[src/rtl/fft_sample_loader.sv]
// fft_sample_loader: packs real samples into complex SRAM words (imag = 0) and
// writes one frame of NUM_WORDS words through the SRAM's single write port.
// Build option BITREV_EN: when defined, frame words are written in bit-reversed
// address order so the FFT engine can read in natural order; when undefined,
// words are written in natural order (bring-up / debug).
//
// state | meaning
// IDLE  | waiting for start; no samples accepted
// LOAD  | accepting samples, one SRAM write per accepted sample
// FULL  | frame complete; holding buffer until frame_release
module fft_sample_loader #(
  parameter int NUM_WORDS    = 131072,
  parameter int WORD_WIDTH   = 32,
  parameter int SAMPLE_WIDTH = 16
) (
  input  logic                         clk,
  input  logic                         rst_l,
  input  logic                         start,
  input  logic [SAMPLE_WIDTH-1:0]      sample_in,
  input  logic                         sample_valid,
  output logic                         sample_ready,
  input  logic                         frame_release,
  output logic                         we,
  output logic [$clog2(NUM_WORDS)-1:0] write_addr,
  output logic [WORD_WIDTH-1:0]        write_data,
  output logic                         busy,
  output logic                         frame_done,
  output logic [15:0]                  frame_count
);

  localparam int AW = $clog2(NUM_WORDS);
  localparam logic [AW-1:0] LAST_CNT = AW'(NUM_WORDS - 1);

  typedef enum logic [1:0] {
    IDLE = 2'd0,
    LOAD = 2'd1,
    FULL = 2'd2
  } state_t;

  state_t        state;
  logic [AW-1:0] cnt;
  logic [AW-1:0] addr_next;

`ifdef BITREV_EN
  // Mirror the sample index so the FFT sees its input in natural order.
  always_comb begin
    addr_next = '0;
    for (int i = 0; i < AW; i++) begin
      addr_next[i] = cnt[AW-1-i];
    end
  end
`else
  // Natural-order addressing for bring-up.
  always_comb begin
    addr_next = cnt;
  end
`endif

  // Handshake and status depend on state alone so upstream never sees a
  // combinational path from sample_valid back to sample_ready.
  always_comb begin
    sample_ready = (state == LOAD);
    busy         = (state != IDLE);
  end

  // Frame sequencer: accepts samples, issues writes one cycle after accept,
  // and holds the buffer once a frame is complete.
  always_ff @(posedge clk or negedge rst_l) begin
    if (!rst_l) begin
      state       <= IDLE;
      cnt         <= '0;
      we          <= 1'b0;
      write_addr  <= '0;
      write_data  <= '0;
      frame_done  <= 1'b0;
      frame_count <= '0;
    end else begin
      we         <= 1'b0;
      frame_done <= 1'b0;
      case (state)
        IDLE: begin
          if (start) begin
            state <= LOAD;
            cnt   <= '0;
          end
        end
        LOAD: begin
          if (sample_valid) begin
            we         <= 1'b1;
            write_addr <= addr_next;
            write_data <= {{SAMPLE_WIDTH{1'b0}}, sample_in};
            if (cnt == LAST_CNT) begin
              state       <= FULL;
              frame_done  <= 1'b1;
              frame_count <= frame_count + 16'd1;
              cnt         <= '0;
            end else begin
              cnt <= cnt + AW'(1);
            end
          end
        end
        FULL: begin
          // Release wins over a simultaneous start; a fresh start is needed from IDLE.
          if (frame_release) begin
            state <= IDLE;
          end
        end
        default: begin
          state <= IDLE;
        end
      endcase
    end
  end

endmodule

[config.mk]
export PLATFORM = sky130hd
export DESIGN_NAME = fft_sample_loader
export DESIGN_NICKNAME = d
export VERILOG_FILES = /design/src/rtl/fft_sample_loader.sv
export SDC_FILE = /design/constraint.sdc
export NUM_CORES = 1
export LEC_CHECK = 0
export BUFFER_PORTS_ARGS = -buffer_cell sky130_fd_sc_hd__buf_2
export CAP_MARGIN = 15
export CORE_MARGIN = 4
export CORE_UTILIZATION = 48
export CTS_CLUSTER_SIZE = 30
export DETAILED_ROUTE_END_ITERATION = 8
export PLACE_DENSITY = 0.74
export SLEW_MARGIN = 20
export SYNTH_ARGS = -nofsm -noshare
export SYNTH_HDL_FRONTEND = slang
export SYNTH_SLANG_ARGS = --single-unit
[constraint.sdc]
create_clock -name clk -period 4.35 [get_ports clk]
set_input_delay 0.2175 -clock clk [delete_from_list [all_inputs] [get_ports clk]]
set_output_delay 0.2175 -clock clk [all_outputs]
set_load 0.01 [all_outputs]
==> summary by stage, run 1 <==
Critical path
The data required time at the worst endpoint is 4.58 ns. The peak fanout along the critical path is 7. The cell occurring most often along the worst timing path is sky130_fd_sc_hd__ha_1.

The buffer and inverter count on the worst path is 0. On the critical path, the stage with the largest delay is an instance of sky130_fd_sc_hd__dfrtp_1. For the worst setup path, the data arrival time is between 2 and 3 ns. The signal on the critical path passes through ha_1 -> and2_1 -> nand4_4 -> nor3_1 -> ha_1 -> and4b_1 -> and3_1 -> nand4_1 -> xnor2_1. The kind of capture point of the worst setup path is a register. The nature of the critical path startpoint is a register. The kind of cell with the highest combined delay along the critical path is simple AND/OR/NAND/NOR gates. By startpoint and endpoint, the worst setup path is classified as reg -> reg.

The largest single stage delay on the critical path is 0.40 ns.

Global route
The first-pass GRT wire length is 11.4 mm. Global routing finished with a remaining overflow of 0. The total global-route track usage is around 17%. The number of global-route vias before repair is 2422. The maximum number of pins on one net before global-route repair is 39. The number of antenna violations at the first check in global routing is 0.

STA
The clock period could shrink to 2.59 ns. The fmax is a little under 400 MHz. The count of final max-slew check failures was 0.

Setup repair after global routing left no endpoint under its margin. The transition time at the pin with the least slew margin is 0.833 ns. Between clock sinks in the finished design, the worst skew comes to 0.00683 ns. The worst-case headroom to the max-slew limit is 44.5%.

After layout, the worst path uses 59.6% of the clock period. The smallest hold slack is 0.0595 ns. The post-route setup TNS is 0 ns. The final count of negative-setup-slack endpoints is 0. The count of final hold-check violations came to 0.

Clocking
The clock reaches the later pin of the worst-skew pair after around 0.34 ns. The clock-pin slew on the worst setup and hold paths is ~0.080 ns. Buffers inserted during clock tree synthesis total 9. The cell sitting at the root of the clock tree is a sky130_fd_sc_hd__clkbuf_8. The number of levels the H-tree was split into is 3. Clock tree synthesis found a total of 70 sinks.

TritonCTS built the clock tree. The clock passes through at most 2 buffers.

Job
The tool flagged a number of max-cap violations equal to 0.

Synthesis
The number of enable-type register cells in the synthesized netlist is 0. Of all flip-flops after synthesis, the portion carrying an async set or reset was 100%. The mapped cell area is 3250 um2. A synthesized cell averages 9.80 um2. After synthesis, the largest area contributor takes up 53.8% of total cell area. By area the synthesized netlist is led by sky130_fd_sc_hd__dfrtp_1 (54%), sky130_fd_sc_hd__nand2_1 (13%), sky130_fd_sc_hd__buf_4 (4.6%).

Of the synthesized area, sequential elements account for 53.8%. The cell count after synthesis is about 330. After synthesis the netlist holds a flip-flop and latch count of 70. Yosys printed 0 warnings.

In the synthesized netlist the dominant register cell turns out to be sky130_fd_sc_hd__dfrtp_1. After synthesis, the netlist uses 47 different library cells. The most area-hungry cell type in the Yosys netlist is sky130_fd_sc_hd__dfrtp_1.

Status
The flow ran to the end, and the final reports show no timing, DRC or antenna violations.

Power and ir drop
Across the VDD grid, the largest voltage drop is 189 uV. The power per unit of standard cell area is roughly 380 nW/um2. The leakage power total is between 2 and 2.5 nW.

Cells and area
0 antenna diodes ended up in the layout. In the final layout, the share of cells above drive strength 1 is between 20% and 30%. Relative to the synthesized area, the layout overhead comes to 15.9%.

The leading cell type in the layout, fill and taps excluded is sky130_fd_sc_hd__nand2_1. The utilization after layout is 58.4%. The post-layout instance area is ~3800 um2. The layout net count is ~430. The top cell types in the final layout, fill and taps aside, are sky130_fd_sc_hd__nand2_1 (109), sky130_fd_sc_hd__buf_2 (73), sky130_fd_sc_hd__dfrtp_1 (70).

The filler cells instantiated in the layout total 600.

Detailed routing
The first detailed-routing pass ran for 4 iterations. After detailed routing, the total wire length is 6.83 mm. The detailed router's first-iteration violation count is 118. The total DRC errors in the routed layout is 0.

The routed wirelength normalized by instance count is 14.1 um. The detailed-route via count is 2525. In this run the remaining antenna-violating nets after routing total 0. The mean number of vias per cell is 5.21.

Placed design
The congestion estimate from routability-driven global placement came to between 0.8 and 0.9. The number of buffer cells added on primary ports is 73. The placed wire-length estimate is 4.74 mm. The placement-stage cell area is 3570 um2.

Floorplan
Once the floorplan was initialized, standard cells occupied 50.4% of the core. During I/O placement, the number of pins put on the boundary was 90. The die covers 8160 um2. Measured along the x axis, the die boundary spans 90.3 um. The placeable core region is ~6500 um2.

The number of placement rows is 29. From bottom edge to top edge, the die measures 90.3 um.

Worst hold path
The class of the tightest hold or removal check is in -> reg.
layer usage:
metal | GRT usage (%) | routed length (um) | share of wire, %
met5 | 0 | 0 | 0
met4 | 8.55 | 119 | 1.7
met3 | 3.83 | 387 | 5.7
met2 | 27.5 | 3270 | 48
met1 | 21.8 | 3050 | 45
tightest hold or removal path: cells and delay by family:
kind,cells,cell delay [ns]
buffers and inverters,1,0.07
AND/OR/NAND/NOR,2,0.08
where the power goes:
group	internal [mW]	switching [mW]	leakage, nW
sequential	0.703	0.0408	0.928
clock	0.263	0.245	0.0883
combinational	0.0598	0.108	1.02
total	1.03	0.394	2.04
cell families (layout without fill, tap and decap cells):
logic type | after synthesis | in the layout | synth area share, %
multiplexers | 1 | 1 | 0.346
AO/OA/AOI/OAI | 41 | 41 | 7.92
adder cells (fa/ha/maj) | 4 | 4 | 1.54
other | 1 | 16 | 0.115
flip-flops | 70 | 70 | 53.8
buffers and inverters | 37 | 98 | 7.34
AND/OR/NAND/NOR | 163 | 163 | 24.9
XOR/XNOR | 15 | 15 | 4.04
per-stage QoR:
step	setup slack [ns]	cells	power (mW)
6_report	1.76	485	1.42
4_1_cts	1.77	485	1.44
2_1_floorplan	1.93	347	0.859
3_5_place_dp	1.77	468	0.926
5_1_grt	1.55	485	1.49
3_3_place_gp	1.89	468	0.918
layout make-up:
class / count / area [um2] / area share, %
Timing Repair Buffer: 76 / 390 / 10.4
Tap cell: 77 / 96.3 / 2.55
Sequential cell: 70 / 1750 / 46.4
Multi-Input combinational cell: 240 / 1320 / 35.0
Inverter: 6 / 22.5 / 0.597
Clock buffer: 10 / 128 / 3.38
Clock inverter: 6 / 62.6 / 1.66
flip-flops by register name (all words and copies together), names as in the netlist:
signal       flops
state            2
frame_count     16
addr_next       17
frame_done       1
we               1
write_addr      17
write_data      16
synth_stat cells, drive strengths merged (3+ instances only):
master / number
nand3: 15
buf: 30
nor2: 8
o41ai: 3
ha: 4
xor2: 4
a31oi: 4
inv: 6
o21ai: 21
dfrtp: 70
and3: 6
xnor2: 11
nand2: 111
nand4: 9
path summary, 6_finish.rpt:
| kind | cells past startpoint | endpoint | startpoint | slack (ns) |
|---|---|---|---|---|
| max in group asynchronous | 3 | state[1] | rst_l | 2.89 |
| worst max register to register | 9 | frame_count[6] | addr_next[0] | 1.76 |
| min in group asynchronous | 2 | frame_count[9] | rst_l | 0.52 |
| worst max-delay path | 9 | frame_count[6] | addr_next[0] | 1.76 |
| worst min-delay path | 3 | write_data[5] | sample_in[5] | 0.06 |
| worst min register to register | 2 | write_addr[3] | write_addr[3] | 0.47 |
what timing repair did:
| item | CTS | global route |
|---|---|---|
| buffers inserted | 0 | 0 |
| hold endpoints to repair | 6 | 0 |
| hold buffers | 1 | 0 |
| endpoints found under the setup margin | 0 | 0 |
| resized for setup | 0 | 0 |
(Power assumes the default switching activity.)
==> run 2, diff against run 1 <==
--- a/config.mk
+++ b/config.mk
@@ -5,13 +5,14 @@
 export SDC_FILE = /design/constraint.sdc
 export NUM_CORES = 1
 export LEC_CHECK = 0
+export ABC_AREA = 1
 export BUFFER_PORTS_ARGS = -buffer_cell sky130_fd_sc_hd__buf_2
 export CAP_MARGIN = 15
 export CORE_MARGIN = 4
 export CORE_UTILIZATION = 48
 export CTS_CLUSTER_SIZE = 30
 export DETAILED_ROUTE_END_ITERATION = 8
-export PLACE_DENSITY = 0.74
+export PLACE_DENSITY = 0.77
 export SLEW_MARGIN = 20
 export SYNTH_ARGS = -nofsm -noshare
 export SYNTH_HDL_FRONTEND = slang
==> constraint.sdc (replaced) <==
create_clock -name clk -period 2.1 [get_ports clk]
set_input_delay 0.105 -clock clk [delete_from_list [all_inputs] [get_ports clk]]
set_output_delay 0.105 -clock clk [all_outputs]
set_load 0.01 [all_outputs]
==> summary by stage, run 2 <==
Clocking
The maximum number of buffers from clock root to sink came to 2 (unchanged). The count of clock tree sinks came to 70 (unchanged). TritonCTS built the clock tree. The TritonCTS buffer count is 9 (unchanged). The latest clock arrival within the worst-skew pair is 0.34 ns (about the same). The root buffer cell is sky130_fd_sc_hd__clkbuf_8. The clock-pin slew on the worst setup and hold paths was 0.07 ns (about the same). The number of levels the H-tree was split into is 3 (unchanged).

STA
The count of final max-slew check failures was 0 (unchanged). The final count of negative-setup-slack endpoints is 6 (+6). The post-layout minimum cycle time came to 2.13 ns (-0.462 ns).

The setup slack after layout was -0.0324 ns (-1.79 ns). The count of final hold-check violations came to 0 (unchanged). The final worst-path cycle share is 102% (+42 points). The fmax is 469 MHz (+22%). The post-route setup TNS is -0.118 ns (-0.118 ns).

Setup repair after global routing could not meet its margin everywhere. The worst clock skew on the final layout is 0.00918 ns (+0.00235 ns).

Detailed routing
The detailed-route via count is 2970 (+18%). The first-pass iteration count of the detailed router came to 6 (+2). The total wire length after detailed routing is 7.99 mm (+17%). The total DRC errors in the routed layout is 0 (unchanged). The mean number of vias per cell was 4.74 (-8.9%). The detailed router's first-iteration violation count is 176 (+49%).

The number of routed nets with antenna violations is 0 (unchanged). The routed wirelength normalized by instance count is 12.8 um (-9.4%).

Critical path
The nature of the critical path startpoint is a register. The data required time at the worst endpoint is 2.34 ns (-2.24 ns). The worst register-to-register path ends at frame_count[13].

The peak fanout along the critical path is 5 (-2). The kind of capture point of the worst setup path is a register. The most critical setup path has its startpoint at addr_next[0]. The worst setup path category is reg -> reg. The worst flop-to-flop path startpoint is addr_next[0]. The number of cells on the worst reg-to-reg path is 13 (+4).

The internal reg-to-reg setup slack is -0.03 ns (-1.79 ns). The data arrival at the endpoint of the critical path was 2.37 ns (-0.46 ns).

Cells and area
The count of non-filler cells in the finished layout is 626 (+29%). The footprint of the flip-flops and latches is 1750 um2 (unchanged). The final-layout fill cell count was 560 (-6.7%). Compared with the post-synthesis result, the final layout area differs by 29.7%.

The post-layout instance area was 4430 um2 (+17%). The footprint of the multi-input gates came to 1440 um2 (+9.2%). The antenna diode count was 0 (unchanged). The layout net count is 551 (+29%). The share of cells above drive strength 1 is 26.2% (+0.25 points). The top cell types in the final layout, fill and taps aside, are sky130_fd_sc_hd__nand2_1 (162), sky130_fd_sc_hd__buf_2 (73), sky130_fd_sc_hd__dfrtp_1 (70). The leading cell type in the layout, fill and taps excluded is sky130_fd_sc_hd__nand2_1.

Status
The run finished, with violations left. The final reports fail on setup timing.

Synthesis
The most area-hungry cell type in the Yosys netlist is sky130_fd_sc_hd__dfrtp_1. For this run, the leading register cell type out of synthesis is sky130_fd_sc_hd__dfrtp_1. The mapped cell area is 3410 um2 (+4.8%).

The number of enable-type register cells in the synthesized netlist is 0 (unchanged). The fraction of synthesized cell area taken by the top area cell type was 51.3% (-2.5 points). By count the netlist is led by sky130_fd_sc_hd__nand2_1 (165), sky130_fd_sc_hd__dfrtp_1 (70), sky130_fd_sc_hd__inv_1 (40), sky130_fd_sc_hd__nor2_1 (24), sky130_fd_sc_hd__o21ai_0 (20). The most common cell in the synthesized netlist is sky130_fd_sc_hd__nand2_1. The flip-flop and latch count after synthesis was 70 (unchanged). In the post-synthesis netlist, the biggest area contributors are sky130_fd_sc_hd__dfrtp_1 (51%), sky130_fd_sc_hd__nand2_1 (18%), sky130_fd_sc_hd__inv_1 (4.4%). The synthesized area per cell is 8.18 um2 (-17%).

The cell count after synthesis is 417 (+26%). The number of distinct library cells after synthesis came to 26 (-45%). The total of warnings raised by yosys was 0 (unchanged). The sequential share of the synthesized area came to 51.3% (-2.5 points). The async set-reset flop share out of synthesis is 100% (unchanged).

Worst hold path
The number of cells on the worst hold path was 3 (unchanged). The worst-case hold path end point is state[1]. The min-delay analysis places its worst path in the category in -> reg.

In this run the most critical hold path is launched from frame_release.

Placed design
The placement-stage cell area was 3890 um2 (+8.8%). The number of buffer cells added on primary ports is 73 (unchanged). The placed wire-length estimate is 5.54 mm (+17%).

The final weighted congestion in routability-driven placement is 0.855 (+1.2%). The number of cells after detailed placement is 588 (+26%).

Power and ir drop
The clock share of power is 37.0% (+1.2 points). The power per unit of standard cell area is 829 nW/um2 (+120%). The leakage power total is 2.44 nW (+20%). The proportion of power drawn by flip-flops and latches was 44.4% (-8.0 points). The logic gate share of total power is 18.6% (+6.8 points). The net switching fraction of the power came to 26.7% (-1.0 points). The net switching component of the power came to 0.981 mW (+150%). The total power after layout is 3.67 mW (+160%).

The cell-internal power came to 2.69 mW (+160%). The worst voltage drop across the vdd grid is 566 uV (+200%).

Global route
The number of global-route vias before repair came to 2859 (+18%). The number of antenna violations at the first check in global routing came to 0 (unchanged). The total global-route track usage is 19.4% (+2.3 points).

The remaining global-route overflow was 0 (unchanged). The first-pass GRT wire length is 13.3 mm (+17%). The maximum number of pins on one net before global-route repair is 53 (+36%).

Job
The number of max-cap violations is 0 (unchanged).

Floorplan
The die width is 92.3 um (+2.2%). The initial core utilization was 49.9% (-0.44 points). The placeable core region is 6830 um2 (+5.8%). The die footprint came to 8520 um2 (+4.4%). The number of placement rows came to 30 (+3.4%).

The height of the chip is 92.3 um (+2.2%). The number of placed I/O pins was 90 (unchanged).
run 2: worst max-delay path, cell delays in order (launching register included):
cell	delay (ns)
sky130_fd_sc_hd__dfrtp_1	0.36
sky130_fd_sc_hd__ha_2	0.19
sky130_fd_sc_hd__nand2_2	0.06
sky130_fd_sc_hd__nor2_2	0.12
sky130_fd_sc_hd__nand4_1	0.18
sky130_fd_sc_hd__nor3_2	0.26
sky130_fd_sc_hd__ha_2	0.23
sky130_fd_sc_hd__inv_2	0.04
sky130_fd_sc_hd__nor2_4	0.16
sky130_fd_sc_hd__nand3_4	0.13
sky130_fd_sc_hd__nor2_4	0.15
sky130_fd_sc_hd__nand2_1	0.06
sky130_fd_sc_hd__nand2_1	0.05
sky130_fd_sc_hd__nand2_1	0.05
run 2: kinds of logic (layout without fill, tap and decap cells):
family	Yosys count	after routing	share of synthesized area, %
AO/OA/AOI/OAI	36	36	5.54
XOR/XNOR	10	10	2.57
adder cells (fa/ha/maj)	4	4	1.47
buffers and inverters	67	165	9.97
flip-flops	70	70	51.3
other	1	16	0.110
AND/OR/NAND/NOR	229	229	29.0
run 2: routing by layer:
layer / vias up / part of all wire, % / global-route usage [%]
met2: 99 / 51 / 32.6
met3: 13 / 4.9 / 3.49
li1: 1484 / - / -
met5: - / 0 / 0
met1: 1374 / 43 / 25.1
met4: 0 / 1.2 / 7.43
run 2: layout make-up:
class	count	area share (%)
clock buffer	12	3.73
clock inverter	3	2.04
inverter	42	3.56
multi-input combinational	295	32.6
sequential	70	39.6
tap	96	2.71
timing repair buffer	108	15.8
run 2: through the flow:
| stage | setup WS (ns) | hold WS, ns | util (%) |
|---|---|---|---|
| after floorplan | 0.0309 | -0.191 | - |
| after global placement | 0.0979 | 0.0622 | 56.9 |
| after detailed placement | -0.0168 | 0.0732 | 56.9 |
| after CTS | 0.00211 | 0.0565 | 63.2 |
| after global routing | -0.238 | 0.0744 | 64.8 |
| final | -0.0324 | 0.0586 | 64.8 |
run 2: power groups by stage:
stage	registers, mW	clock network, mW	logic, mW
2_1_floorplan	1.69	0	0.319
3_3_place_gp	1.64	0	0.619
3_5_place_dp	1.65	0	0.631
4_1_cts	1.62	1.39	0.660
5_1_grt	1.65	1.44	0.786
6_report	1.63	1.36	0.683
run 2: how the worst max path moves through the flow:
stage,cells past startpoint,slack [ns],end
final,13,-0.03,frame_count[13]
after global routing,13,-0.24,frame_count[13]
after floorplan,12,0.03,frame_count[10]
after CTS,13,0.002,frame_count[13]
after global placement,13,0.1,frame_count[13]
after detailed placement,13,-0.02,frame_count[13]
run 2: what timing repair did:
| item | CTS | global route |
|---|---|---|
| endpoints found under the setup margin | 6 | 17 |
| gates resized for setup | 1 | 20 |
| hold endpoints to repair | 34 | 0 |
| buffers inserted | 0 | 6 |
| hold buffers | 17 | 0 |
| pin swaps | 0 | 12 |
